### src/rtl/alu_pkg.sv
// Shared ALU definitions: operation encoding and the chunked adder FSM states.
package alu_pkg;

   localparam logic OP_ADD = 1'b0;
   localparam logic OP_SUB = 1'b1;

   typedef enum logic [1:0] {
      IDLE = 2'd0,
      RUN  = 2'd1,
      DONE = 2'd2
   } state_t;

endpackage

### src/rtl/chunked_addsub_unit_if.sv
// Operand request / result handshake bundle for chunked_addsub_unit.
// The sat field exists only when CHUNKED_ADDSUB_SATURATE_EN is defined.
interface chunked_addsub_unit_if #(parameter int WIDTH = 16);

   logic             in_valid;
   logic             in_ready;
   logic [WIDTH-1:0] a;
   logic [WIDTH-1:0] b;
   logic             cin;
   logic             op;
`ifdef CHUNKED_ADDSUB_SATURATE_EN
   logic             sat;
`endif
   logic             out_valid;
   logic             out_ready;
   logic [WIDTH-1:0] s;
   logic             cout;
   logic             ovf;
   logic             zero;

   modport master (
      output
`ifdef CHUNKED_ADDSUB_SATURATE_EN
             sat,
`endif
             in_valid, a, b, cin, op, out_ready,
      input  in_ready, out_valid, s, cout, ovf, zero
   );

   modport slave (
      input
`ifdef CHUNKED_ADDSUB_SATURATE_EN
             sat,
`endif
             in_valid, a, b, cin, op, out_ready,
      output in_ready, out_valid, s, cout, ovf, zero
   );

endinterface

### src/rtl/chunked_addsub_unit_chunk_adder.sv
// Combinational CHUNK-bit ripple of full adders; also exposes the carry into
// the MSB so the caller can derive signed overflow.
module chunk_adder #(
   parameter int CHUNK = 4
) (
   input  logic [CHUNK-1:0] a,
   input  logic [CHUNK-1:0] b,
   input  logic             cin,
   output logic [CHUNK-1:0] sum,
   output logic             cout,
   output logic             cmsb
);

   logic [CHUNK:0] c;

   always_comb begin
      sum  = '0;
      c    = '0;
      c[0] = cin;
      for (int i = 0; i < CHUNK; i++) begin
         sum[i]   = a[i] ^ b[i] ^ c[i];
         c[i+1]   = (a[i] & b[i]) | (c[i] & (a[i] ^ b[i]));
      end
   end

   assign cout = c[CHUNK];
   assign cmsb = c[CHUNK-1];

endmodule

### src/rtl/chunked_addsub_unit.sv
// Multi-cycle WIDTH-bit add/subtract, CHUNK bits per clock through one ripple adder.
// Optional result clamping on signed overflow: CHUNKED_ADDSUB_SATURATE_EN.
module chunked_addsub_unit
   import alu_pkg::*;
#(
   parameter int WIDTH = 16,
   parameter int CHUNK = 4
) (
   input  logic                 clk,
   input  logic                 rst_n,
   chunked_addsub_unit_if.slave bus
);

   localparam int              NCHUNK = WIDTH / CHUNK;
   localparam int              IDXW   = (NCHUNK > 1) ? $clog2(NCHUNK) : 1;
   localparam logic [IDXW-1:0] LAST   = IDXW'(NCHUNK - 1);

   state_t           state;
   logic [IDXW-1:0]  idx;
   logic [WIDTH-1:0] a_q;
   logic [WIDTH-1:0] b_q;
   logic [WIDTH-1:0] s_q;
   logic             carry;
   logic             cout_q;
   logic             ovf_q;
   logic             zero_q;
`ifdef CHUNKED_ADDSUB_SATURATE_EN
   logic             sat_q;
`endif

   logic [CHUNK-1:0] a_c;
   logic [CHUNK-1:0] b_c;
   logic [CHUNK-1:0] sum_c;
   logic             co_c;
   logic             cm_c;
   logic             ovf_c;
   logic [WIDTH-1:0] s_next;
   logic [WIDTH-1:0] s_fin;

`ifdef CHUNKED_ADDSUB_SATURATE_EN
   function automatic logic [WIDTH-1:0] sat_clamp(input logic neg);
      sat_clamp = neg ? {1'b1, {(WIDTH-1){1'b0}}} : {1'b0, {(WIDTH-1){1'b1}}};
   endfunction
`endif

   assign a_c = a_q[idx*CHUNK +: CHUNK];
   assign b_c = b_q[idx*CHUNK +: CHUNK];

   chunk_adder #(.CHUNK(CHUNK)) u_chunk (
      .a    (a_c),
      .b    (b_c),
      .cin  (carry),
      .sum  (sum_c),
      .cout (co_c),
      .cmsb (cm_c)
   );

   // s_next is s with the current chunk merged in; only meaningful as the
   // full result on the final chunk.
   always_comb begin
      s_next                     = s_q;
      s_next[idx*CHUNK +: CHUNK] = sum_c;
      ovf_c                      = co_c ^ cm_c;
      s_fin                      = s_next;
`ifdef CHUNKED_ADDSUB_SATURATE_EN
      if (sat_q && ovf_c)
         s_fin = sat_clamp(a_q[WIDTH-1]);
`endif
   end

   always_ff @(posedge clk) begin
      if (!rst_n) begin
         state  <= IDLE;
         idx    <= '0;
         s_q    <= '0;
         cout_q <= 1'b0;
         ovf_q  <= 1'b0;
         zero_q <= 1'b0;
      end else begin
         case (state)
            IDLE: begin
               if (bus.in_valid) begin
                  a_q   <= bus.a;
                  b_q   <= (bus.op == OP_SUB) ? ~bus.b : bus.b;
                  carry <= (bus.op == OP_SUB) ? 1'b1 : bus.cin;
`ifdef CHUNKED_ADDSUB_SATURATE_EN
                  sat_q <= bus.sat;
`endif
                  idx   <= '0;
                  state <= RUN;
               end
            end
            RUN: begin
               carry <= co_c;
               if (idx == LAST) begin
                  s_q    <= s_fin;
                  cout_q <= co_c;
                  ovf_q  <= ovf_c;
                  zero_q <= (s_fin == '0);
                  state  <= DONE;
               end else begin
                  s_q <= s_next;
                  idx <= idx + 1'b1;
               end
            end
            DONE: begin
               if (bus.out_ready)
                  state <= IDLE;
            end
            default: state <= IDLE;
         endcase
      end
   end

   assign bus.in_ready  = rst_n && (state == IDLE);
   assign bus.out_valid = (state == DONE);
   assign bus.s         = s_q;
   assign bus.cout      = cout_q;
   assign bus.ovf       = ovf_q;
   assign bus.zero      = zero_q;

endmodule
### src/flat_wrapper.sv
// flat-port wrapper written by rule: the top's interface ports become plain ports
module chunked_addsub_unit_flat import alu_pkg::*;
#(
   parameter int WIDTH = 16,
   parameter int CHUNK = 4
)
  (clk, rst_n, bus_in_valid, bus_a, bus_b, bus_cin, bus_op, bus_out_ready, bus_in_ready, bus_out_valid, bus_s, bus_cout, bus_ovf, bus_zero);
  chunked_addsub_unit_if #(.WIDTH(WIDTH)) bus_i ();
  input  logic clk;
  input  logic rst_n;
  input wire logic [$bits(bus_i.in_valid)-1:0] bus_in_valid;
  input wire logic [$bits(bus_i.a)-1:0] bus_a;
  input wire logic [$bits(bus_i.b)-1:0] bus_b;
  input wire logic [$bits(bus_i.cin)-1:0] bus_cin;
  input wire logic [$bits(bus_i.op)-1:0] bus_op;
  input wire logic [$bits(bus_i.out_ready)-1:0] bus_out_ready;
  output wire logic [$bits(bus_i.in_ready)-1:0] bus_in_ready;
  output wire logic [$bits(bus_i.out_valid)-1:0] bus_out_valid;
  output wire logic [$bits(bus_i.s)-1:0] bus_s;
  output wire logic [$bits(bus_i.cout)-1:0] bus_cout;
  output wire logic [$bits(bus_i.ovf)-1:0] bus_ovf;
  output wire logic [$bits(bus_i.zero)-1:0] bus_zero;
  assign bus_i.in_valid = bus_in_valid;
  assign bus_i.a = bus_a;
  assign bus_i.b = bus_b;
  assign bus_i.cin = bus_cin;
  assign bus_i.op = bus_op;
  assign bus_i.out_ready = bus_out_ready;
  assign bus_in_ready = bus_i.in_ready;
  assign bus_out_valid = bus_i.out_valid;
  assign bus_s = bus_i.s;
  assign bus_cout = bus_i.cout;
  assign bus_ovf = bus_i.ovf;
  assign bus_zero = bus_i.zero;
  chunked_addsub_unit #(.WIDTH(WIDTH), .CHUNK(CHUNK)) u_core (.clk(clk), .rst_n(rst_n), .bus(bus_i));
endmodule
### config.mk
export PLATFORM = sky130hd
export DESIGN_NAME = chunked_addsub_unit_flat
export DESIGN_NICKNAME = d
export VERILOG_FILES = /design/src/rtl/alu_pkg.sv /design/src/rtl/chunked_addsub_unit_if.sv /design/src/rtl/chunked_addsub_unit_chunk_adder.sv /design/src/rtl/chunked_addsub_unit.sv /design/src/flat_wrapper.sv
export SDC_FILE = /design/constraint.sdc
export NUM_CORES = 1
export LEC_CHECK = 0
export BUFFER_PORTS_ARGS = -buffer_cell sky130_fd_sc_hd__buf_4
export CORE_MARGIN = 2
export CORE_UTILIZATION = 30
export DETAILED_ROUTE_END_ITERATION = 6
export PLACE_DENSITY = 0.55
export SYNTH_ARGS = -nofsm -noshare
export SYNTH_HDL_FRONTEND = slang
export SYNTH_SLANG_ARGS = --single-unit
### constraint.sdc
create_clock -name clk -period 4.4 [get_ports clk]
set_clock_uncertainty 0.05 [all_clocks]
set_input_delay 0.44 -clock clk [delete_from_list [all_inputs] [get_ports clk]]
set_output_delay 0.44 -clock clk [all_outputs]
set_load 0.01 [all_outputs]
==> summary.md, run 1 <==
| Metric | Value |
|---|---|
| Post-CTS Resized | `0` |
| Initial antenna violation count | `0` |
| Core region area | `0.008593 sq mm` |
| Pwr/cell area | `323.9 mW/mm^2` |
| Worst r2r path cells | `12` |
| Final wirelength | `5071 microns` |
| Combinational Power Share | `16.7%` |
| Vias in the first global route | `1776` |
| WP data required | `4.60 ns` |
| Core Rows | `34` |
| Syn Nets | `257` |
| Via count | `1717` |
| # nets final | `314` |
| Psw | `0.0002667 W` |
| CP Launch Type | `flip-flop` |
| Worst-Skew Late Latency | `0.31 ns` |
| ANT nets after route | `0` |
| Total Routing Usage GR | `11.30%` |
| Primary FF master, synth | `edfxtp_1` |
| Initial Util | `30.53%` |
| EDFF count, synth | `33` |
| Reg2reg end | `u_core.bus.zero` |
| RSZ-0062 raised after global routing | `false` |
| Setup tns final | `0 ns` |
| Setup CP Type | `reg2reg` |
| FF+latch count, synth | `56` |
| Synth async-reset ratio | `0%` |
| Lkg Pwr | `1.288 nW` |
| Flop2flop setup slack | `1.01 ns` |
| Crit. End Element | `flip-flop` |
| First-pass GRT wire length | `8583 microns` |
| Worst Hold Launch | `bus_a[12]` |
| I/O pin count | `59` |
| Final worst slack | `1.010 ns` |
| Detailed Place HPWL | `3896 microns` |
| I/O Buffers | `58` |
| Netlist cell types | `41` |
| Root buffer selected by CTS | `clkbuf_8` |
| Final Instance Area | `0.003224 sq mm` |
| Grt ovf | `0` |
| Layout cell share with drive strength beyond 1 | `29.96%` |
| Full die area | `0.009510 sq mm` |
| Period utilization | `77.04%` |
| Vias per cell | `4.579` |
| Internal | `0.0007776 W` |
| Sequential Power Share | `56.4%` |
| F_max | `295.0 MHz` |
| Synthesized cell area | `0.002624 sq mm` |
| Sw frac | `25.54%` |
| Critical path arrival | `3.59 ns` |
| Worst setup path start | `u_core.idx[0]` |
| CTS Buffer Depth | `2` |
| Tightest Pin Transition | `0.6487 ns` |
| Sequential share of the synthesized area | `55.32%` |
| Post-placement worst setup slack | `1.011 ns` |
| Crit Path Max Fanout | `9` |
| Min-delay worst type | `in2reg` |
| Area delta synth->final | `22.89%` |
| Largest net degree at the start of global routing | `33` |
| Hold Fails Final Rpt | `0` |
| Final RePlAce weighted congestion | `0.7543` |
| Cells on Worst Hold Path | `1` |
| Rel. slew slack | `56.71%` |
| Crit path time final | `3.390 ns` |
| Pins Over Slew Limit | `0` |
| Total of max-cap violations | `0` |
| Placed Instance Area | `0.003134 sq mm` |
| Syn_area_per_cell | `12.55 sq um` |
| CTS Sinks | `56` |
| Clock-pin slew on the worst setup and hold paths | `0.10 ns` |
| Drt wl/cell | `13.52 microns` |
| Warnings, synthesis | `0` |
| Status | `finished clean` |
| Hold_buf cts | `0` |
| ANT cells | `0` |
| Clock power share | `26.9%` |
| Drt drc | `0` |
| R2R Path Start | `u_core.idx[0]` |
| CTS tree | `yes` |
| Finish-stage setup viols | `0` |
| Worst Hold End | `u_core.a_q[12]` |
| H-tree depth | `2` |
| Pre-antenna DRT Iters | `4` |
| Die width | `97.52 microns` |
| Initial drt markers | `69` |
| Die Y | `97.52 microns` |
| Post-CTS repair timing setup buffer count | `0` |
| Syn Inst Count | `209` |
| Total CTS buffers | `5` |
| VDD IR-drop max | `0.0001179 V` |
[per-layer routing]
| layer | share of wire, % | vias to the layer above | GRT usage [%] |
|---|---|---|---|
| met1 | 50 | 791 | 15.93 |
| met3 | 5.3 | 7 | 3.022 |
| met2 | 44 | 51 | 16.66 |
| met5 | 0 | - | 0 |
| li1 | - | 868 | - |
| met4 | 1.4 | 0 | 4.274 |
[final cells by class]
class                   count  area, sq um
clock buffers               5        68.82
clock inverters             3        21.27
fillers                   876         5369
inverters                  17        63.81
multi-input cells         126         1033
flip-flops and latches     56         1451
well taps                 108        135.1
repair buffers             60        450.4
[cell usage after synthesis, drive strengths merged, types with 2 or more instances]
cell type	number	share of area, %
inv	17	2.4
dfxtp	23	18
a32oi	3	1.0
o22a	2	0.67
mux4	8	6.9
and4bb	2	0.95
nor4	3	0.72
a22oi	6	1.7
a2bb2oi	6	2.0
nor3	3	0.57
a21oi	6	1.1
o21ai	5	0.95
and2b	2	0.57
nand3b	2	0.57
and2	2	0.48
nor2	23	3.3
buf	8	2.6
a211oi	4	1.1
nand2	10	1.4
edfxtp	33	38
xor2	16	5.3
clkbuf	2	0.29
ha	6	2.9
fa	4	3.1
[sequential cells by signal, summed over array words and instances, names as in the netlist]
name,flops
u_core.state,2
u_core.bus.cout,1
u_core.idx,2
u_core.bus.zero,1
u_core.a_q,16
u_core.carry,1
u_core.bus.s,16
u_core.bus.ovf,1
u_core.b_q,16
[through the flow]
step	utilization, %	instances	hold WS, ns	total power, W
2_1_floorplan	-	209	0.4377	0.0007152
3_3_place_gp	36.47	367	0.4173	0.0007764
3_5_place_dp	36.47	367	0.4217	0.0007784
4_1_cts	37.52	375	0.2375	0.001059
5_1_grt	37.52	375	0.2208	0.001099
6_report	37.52	375	0.2508	0.001044
[power groups by stage]
stage / registers (W) / logic [W] / clock network [W]
after CTS: 0.000590 / 0.000176 / 0.000293
after global placement: 0.000602 / 0.000175 / 0
final: 0.000589 / 0.000175 / 0.000280
after global routing: 0.000592 / 0.000194 / 0.000313
after detailed placement: 0.000602 / 0.000176 / 0
after floorplan: 0.000597 / 0.000119 / 0
[worst max path at each step]
stage | to | slack (ns) | cells after the start
CTS | u_core.bus.zero | 0.99 | 12
global route | u_core.bus.zero | 0.72 | 12
floorplan | u_core.bus.zero | 1.31 | 14
global placement | u_core.bus.zero | 1.09 | 12
finish | u_core.bus.zero | 1.01 | 12
detailed placement | u_core.bus.zero | 1.01 | 12
[cell families (layout without fill, tap and decap cells)]
| logic type | after synthesis | count (layout) | share of synthesized area, % |
|---|---|---|---|
| XOR/XNOR | 17 | 17 | 5.675 |
| adder cells (fa/ha/maj) | 10 | 10 | 5.913 |
| multiplexers | 9 | 9 | 7.439 |
| flip-flops | 56 | 56 | 55.32 |
| AND/OR/NAND/NOR | 54 | 54 | 10.54 |
| AO/OA/AOI/OAI | 36 | 36 | 9.824 |
| buffers and inverters | 27 | 85 | 5.293 |
[layout by cell type, fill, tap and decap left out, types with 3 or more instances in the layout]
| master | count |
|---|---|
| a211oi_1 | 4 |
| a21oi_1 | 6 |
| a22oi_1 | 6 |
| a2bb2oi_1 | 6 |
| a32oi_1 | 3 |
| buf_4 | 60 |
| clkbuf_8 | 5 |
| dfxtp_1 | 23 |
| edfxtp_1 | 33 |
| fa_1 | 4 |
| ha_1 | 6 |
| inv_1 | 17 |
| mux4_2 | 8 |
| nand2_1 | 10 |
| nor2_1 | 23 |
| nor3_1 | 3 |
| nor4_1 | 3 |
| o21ai_0 | 4 |
| xor2_1 | 16 |
[worst max-delay path: stages (launching register included)]
cell and delay [ns]:
dfxtp_1 0.69, mux4_2 0.32, inv_1 0.05, fa_1 0.38, inv_1 0.08, fa_1 0.15
inv_1 0.05, fa_1 0.41, fa_1 0.58, nand3_1 0.13, o21ai_0 0.18, nand4_1 0.11
o22ai_1 0.15
(Power assumes the default switching activity.)
==> run 2: changes to the inputs <==
--- a/config.mk
+++ b/config.mk
@@ -9,7 +9,7 @@
 export CORE_MARGIN = 2
 export CORE_UTILIZATION = 30
 export DETAILED_ROUTE_END_ITERATION = 6
-export PLACE_DENSITY = 0.55
+export PLACE_DENSITY = 0.57
 export SYNTH_ARGS = -nofsm -noshare
 export SYNTH_HDL_FRONTEND = slang
 export SYNTH_SLANG_ARGS = --single-unit
==> constraint.sdc (replaced) <==
create_clock -name clk -period 2.9 [get_ports clk]
set_clock_uncertainty 0.05 [all_clocks]
set_input_delay 0.29 -clock clk [delete_from_list [all_inputs] [get_ports clk]]
set_output_delay 0.29 -clock clk [all_outputs]
set_load 0.01 [all_outputs]
==> run 2 against run 1 <==
  * Clock power is 61% higher
  * Highest routed layer unchanged
  * Hold slack lost 0.16 ns
  * Critical path depth unchanged
  * Core utilization increased by 0.92 points
  * Critical path type unchanged
  * Flip-flop and latch count unchanged
  * Die area is the same
  * Cell count rose by 1.3%
  * Sequential power grew 51%
  * Worst setup slack worse by 0.96 ns
  * Non-clock buffer count up 5
==> summary.md, run 2 (synthesis results as in run 1) <==
| Metric | Value |
|---|---|
| Die Y | `97.52 microns (unchanged)` |
| Die width | `97.52 microns (unchanged)` |
| Core Rows | `34 (unchanged)` |
| Pins Over Slew Limit | `0 (unchanged)` |
| Layout cell share with drive strength beyond 1 | `35.29% (was 29.96%)` |
| Total Routing Usage GR | `11.13% (was 11.30%)` |
| Drt drc | `0 (unchanged)` |
| Vias in the first global route | `1795 (was 1776)` |
| Via count | `1763 (was 1717)` |
| Total power | `0.001633 W (was 0.001044 W)` |
| First-pass GRT wire length | `8535 microns (was 8583 microns)` |
| CTS tree | `yes (unchanged)` |
| Lkg Pwr | `1.317 nW (was 1.288 nW)` |
| Crit. End Element | `flip-flop (unchanged)` |
| Routed met2 length | `2426 microns (was 2209 microns)` |
| Final wirelength | `5137 microns (was 5071 microns)` |
| Total of max-cap violations | `0 (unchanged)` |
| Worst r2r path cells | `12 (unchanged)` |
| ANT nets after route | `0 (unchanged)` |
| Met3 wire len | `276 microns (was 271 microns)` |
| Rel. slew slack | `53.54% (was 56.71%)` |
| Root buffer selected by CTS | `clkbuf_8 (unchanged)` |
| Finish-stage setup viols | `0 (unchanged)` |
| Worst Hold Launch | `bus_a[7] (was bus_a[12])` |
| Full die area | `0.009510 sq mm (unchanged)` |
| Most frequent cells in the layout | `buf_4 (65), edfxtp_1 (33), nor2_1 (23) (was buf_4 (60), edfxtp_1 (33), nor2_1 (23), dfxtp_1 (23), inv_1 (17))` |
| Layout fillers | `881 (was 876)` |
| CP Launch Type | `flip-flop (unchanged)` |
| Min-delay worst type | `in2reg (unchanged)` |
| RSZ-0062 raised after global routing | `true (was false)` |
| Reg2reg end | `u_core.bus.zero (unchanged)` |
| Fin Hold WS | `0.09577 ns (was 0.2508 ns)` |
| Worst-Skew Late Latency | `0.31 ns (about the same)` |
| Crit Path Max Fanout | `3 (was 9)` |
| Status | `finished clean (unchanged)` |
| Pre-antenna DRT Iters | `4 (unchanged)` |
| Hold Fails Final Rpt | `0 (unchanged)` |
| Top Metal Used | `met4 (unchanged)` |
| Flop2flop setup slack | `0.05 ns (was 1.01 ns)` |
| Pwr/cell area | `494.5 mW/mm^2 (was 323.9 mW/mm^2)` |
| Total CTS buffers | `5 (unchanged)` |
| WP data required | `3.10 ns (was 4.60 ns)` |
| Clock-pin slew on the worst setup and hold paths | `0.11 ns (was 0.10 ns)` |
| Setup CP Type | `reg2reg (unchanged)` |
| I/O pin count | `59 (unchanged)` |
| Crit path time final | `2.854 ns (was 3.390 ns)` |
| CTS Buffer Depth | `2 (unchanged)` |
| Hold_buf cts | `0 (unchanged)` |
| Final worst slack | `0.04557 ns (was 1.010 ns)` |
| Grt ovf | `0 (unchanged)` |
| Critical path arrival | `3.05 ns (was 3.59 ns)` |
| R2R Path Start | `u_core.idx[0] (unchanged)` |
| Commonest non-fill, non-tap cell in the layout | `buf_4 (unchanged)` |
| Post-placement worst setup slack | `-0.05398 ns (was 1.011 ns)` |
| Core region area | `0.008593 sq mm (unchanged)` |
| I/O Buffers | `58 (unchanged)` |
| Worst setup path end | `u_core.bus.zero (unchanged)` |
| Placed cells | `371 (was 367)` |
| Worst setup path start | `u_core.idx[0] (unchanged)` |
| Initial Util | `30.53% (unchanged)` |
| Finished Layout Cells | `380 (was 375)` |
| F_max | `350.3 MHz (was 295.0 MHz)` |
| Tightest Pin Transition | `0.6961 ns (was 0.6487 ns)` |
| VDD IR-drop max | `0.0001874 V (was 0.0001179 V)` |
| Initial antenna violation count | `0 (unchanged)` |
| ANT cells | `0 (unchanged)` |
| H-tree depth | `2 (unchanged)` |
| Largest net degree at the start of global routing | `33 (unchanged)` |
| Vias per cell | `4.639 (was 4.579)` |
| Detailed Place HPWL | `3941 microns (was 3896 microns)` |
| Setup tns final | `0 ns (unchanged)` |
| Area delta synth->final | `25.89% (was 22.89%)` |
| # nets final | `319 (was 314)` |
| Wire length on met1 | `2376 microns (was 2517 microns)` |
| Initial drt markers | `52 (was 69)` |
| CTS Sinks | `56 (unchanged)` |
| Drt wl/cell | `13.52 microns (about the same)` |
| Final RePlAce weighted congestion | `0.7575 (was 0.7543)` |
| Period utilization | `98.43% (was 77.04%)` |
[run 2: stage by stage]
step / util (%) / cell area [sq um]
2_1_floorplan: - / 2626
3_3_place_gp: 36.85 / 3167
3_5_place_dp: 36.85 / 3167
4_1_cts: 38.19 / 3282
5_1_grt: 38.44 / 3303
6_report: 38.44 / 3303
[run 2: power breakdown]
group,switching [W],internal [W]
Clock,0.000272,0.000178
Combinational,0.000146,0.000148
Sequential,0.0000132,0.000876
[run 2: cell type report]
type                    count  area [sq um]  share of cell area [%]
clock inverters             3         27.53                  0.8333
multi-input cells         126          1065                   32.23
inverters                  17         63.81                   1.932
flip-flops and latches     56          1455                   44.05
well taps                 108         135.1                   4.091
repair buffers             65         488.0                   14.77
clock buffers               5         68.82                   2.083
[run 2: how the worst min path moves through the flow]
| stage | slack [ns] | endpoint | cells after the start |
|---|---|---|---|
| 2_1_floorplan | 0.34 | u_core.a_q[0] | 0 |
| 3_3_place_gp | 0.42 | u_core.a_q[10] | 1 |
| 3_5_place_dp | 0.42 | u_core.a_q[12] | 1 |
| 4_1_cts | 0.09 | u_core.a_q[12] | 1 |
| 5_1_grt | 0.08 | u_core.a_q[13] | 1 |
| 6_report | 0.1 | u_core.a_q[7] | 1 |
[run 2: worst max-delay path, cell delays in order, from the launching register on]
cell and delay, ns:
dfxtp_4 0.37, mux4_2 0.33, inv_2 0.04, fa_2 0.35, inv_2 0.06, fa_1 0.15, inv_1 0.05, fa_2 0.36
fa_1 0.55, nand3_2 0.10, o21ai_2 0.13, nand4_1 0.11, o22ai_2 0.15
[run 2: timing repair]
action	CTS	global route
setup endpoints to repair	3	5
pin swaps	5	5
buffers inserted	2	0
gates resized for setup	5	6
[run 2: routing by layer]
metal,up-vias,global-route usage (%)
li1,874,-
met1,835,15.05
met2,47,17.77
met3,7,2.590
met4,0,3.526
met5,-,0
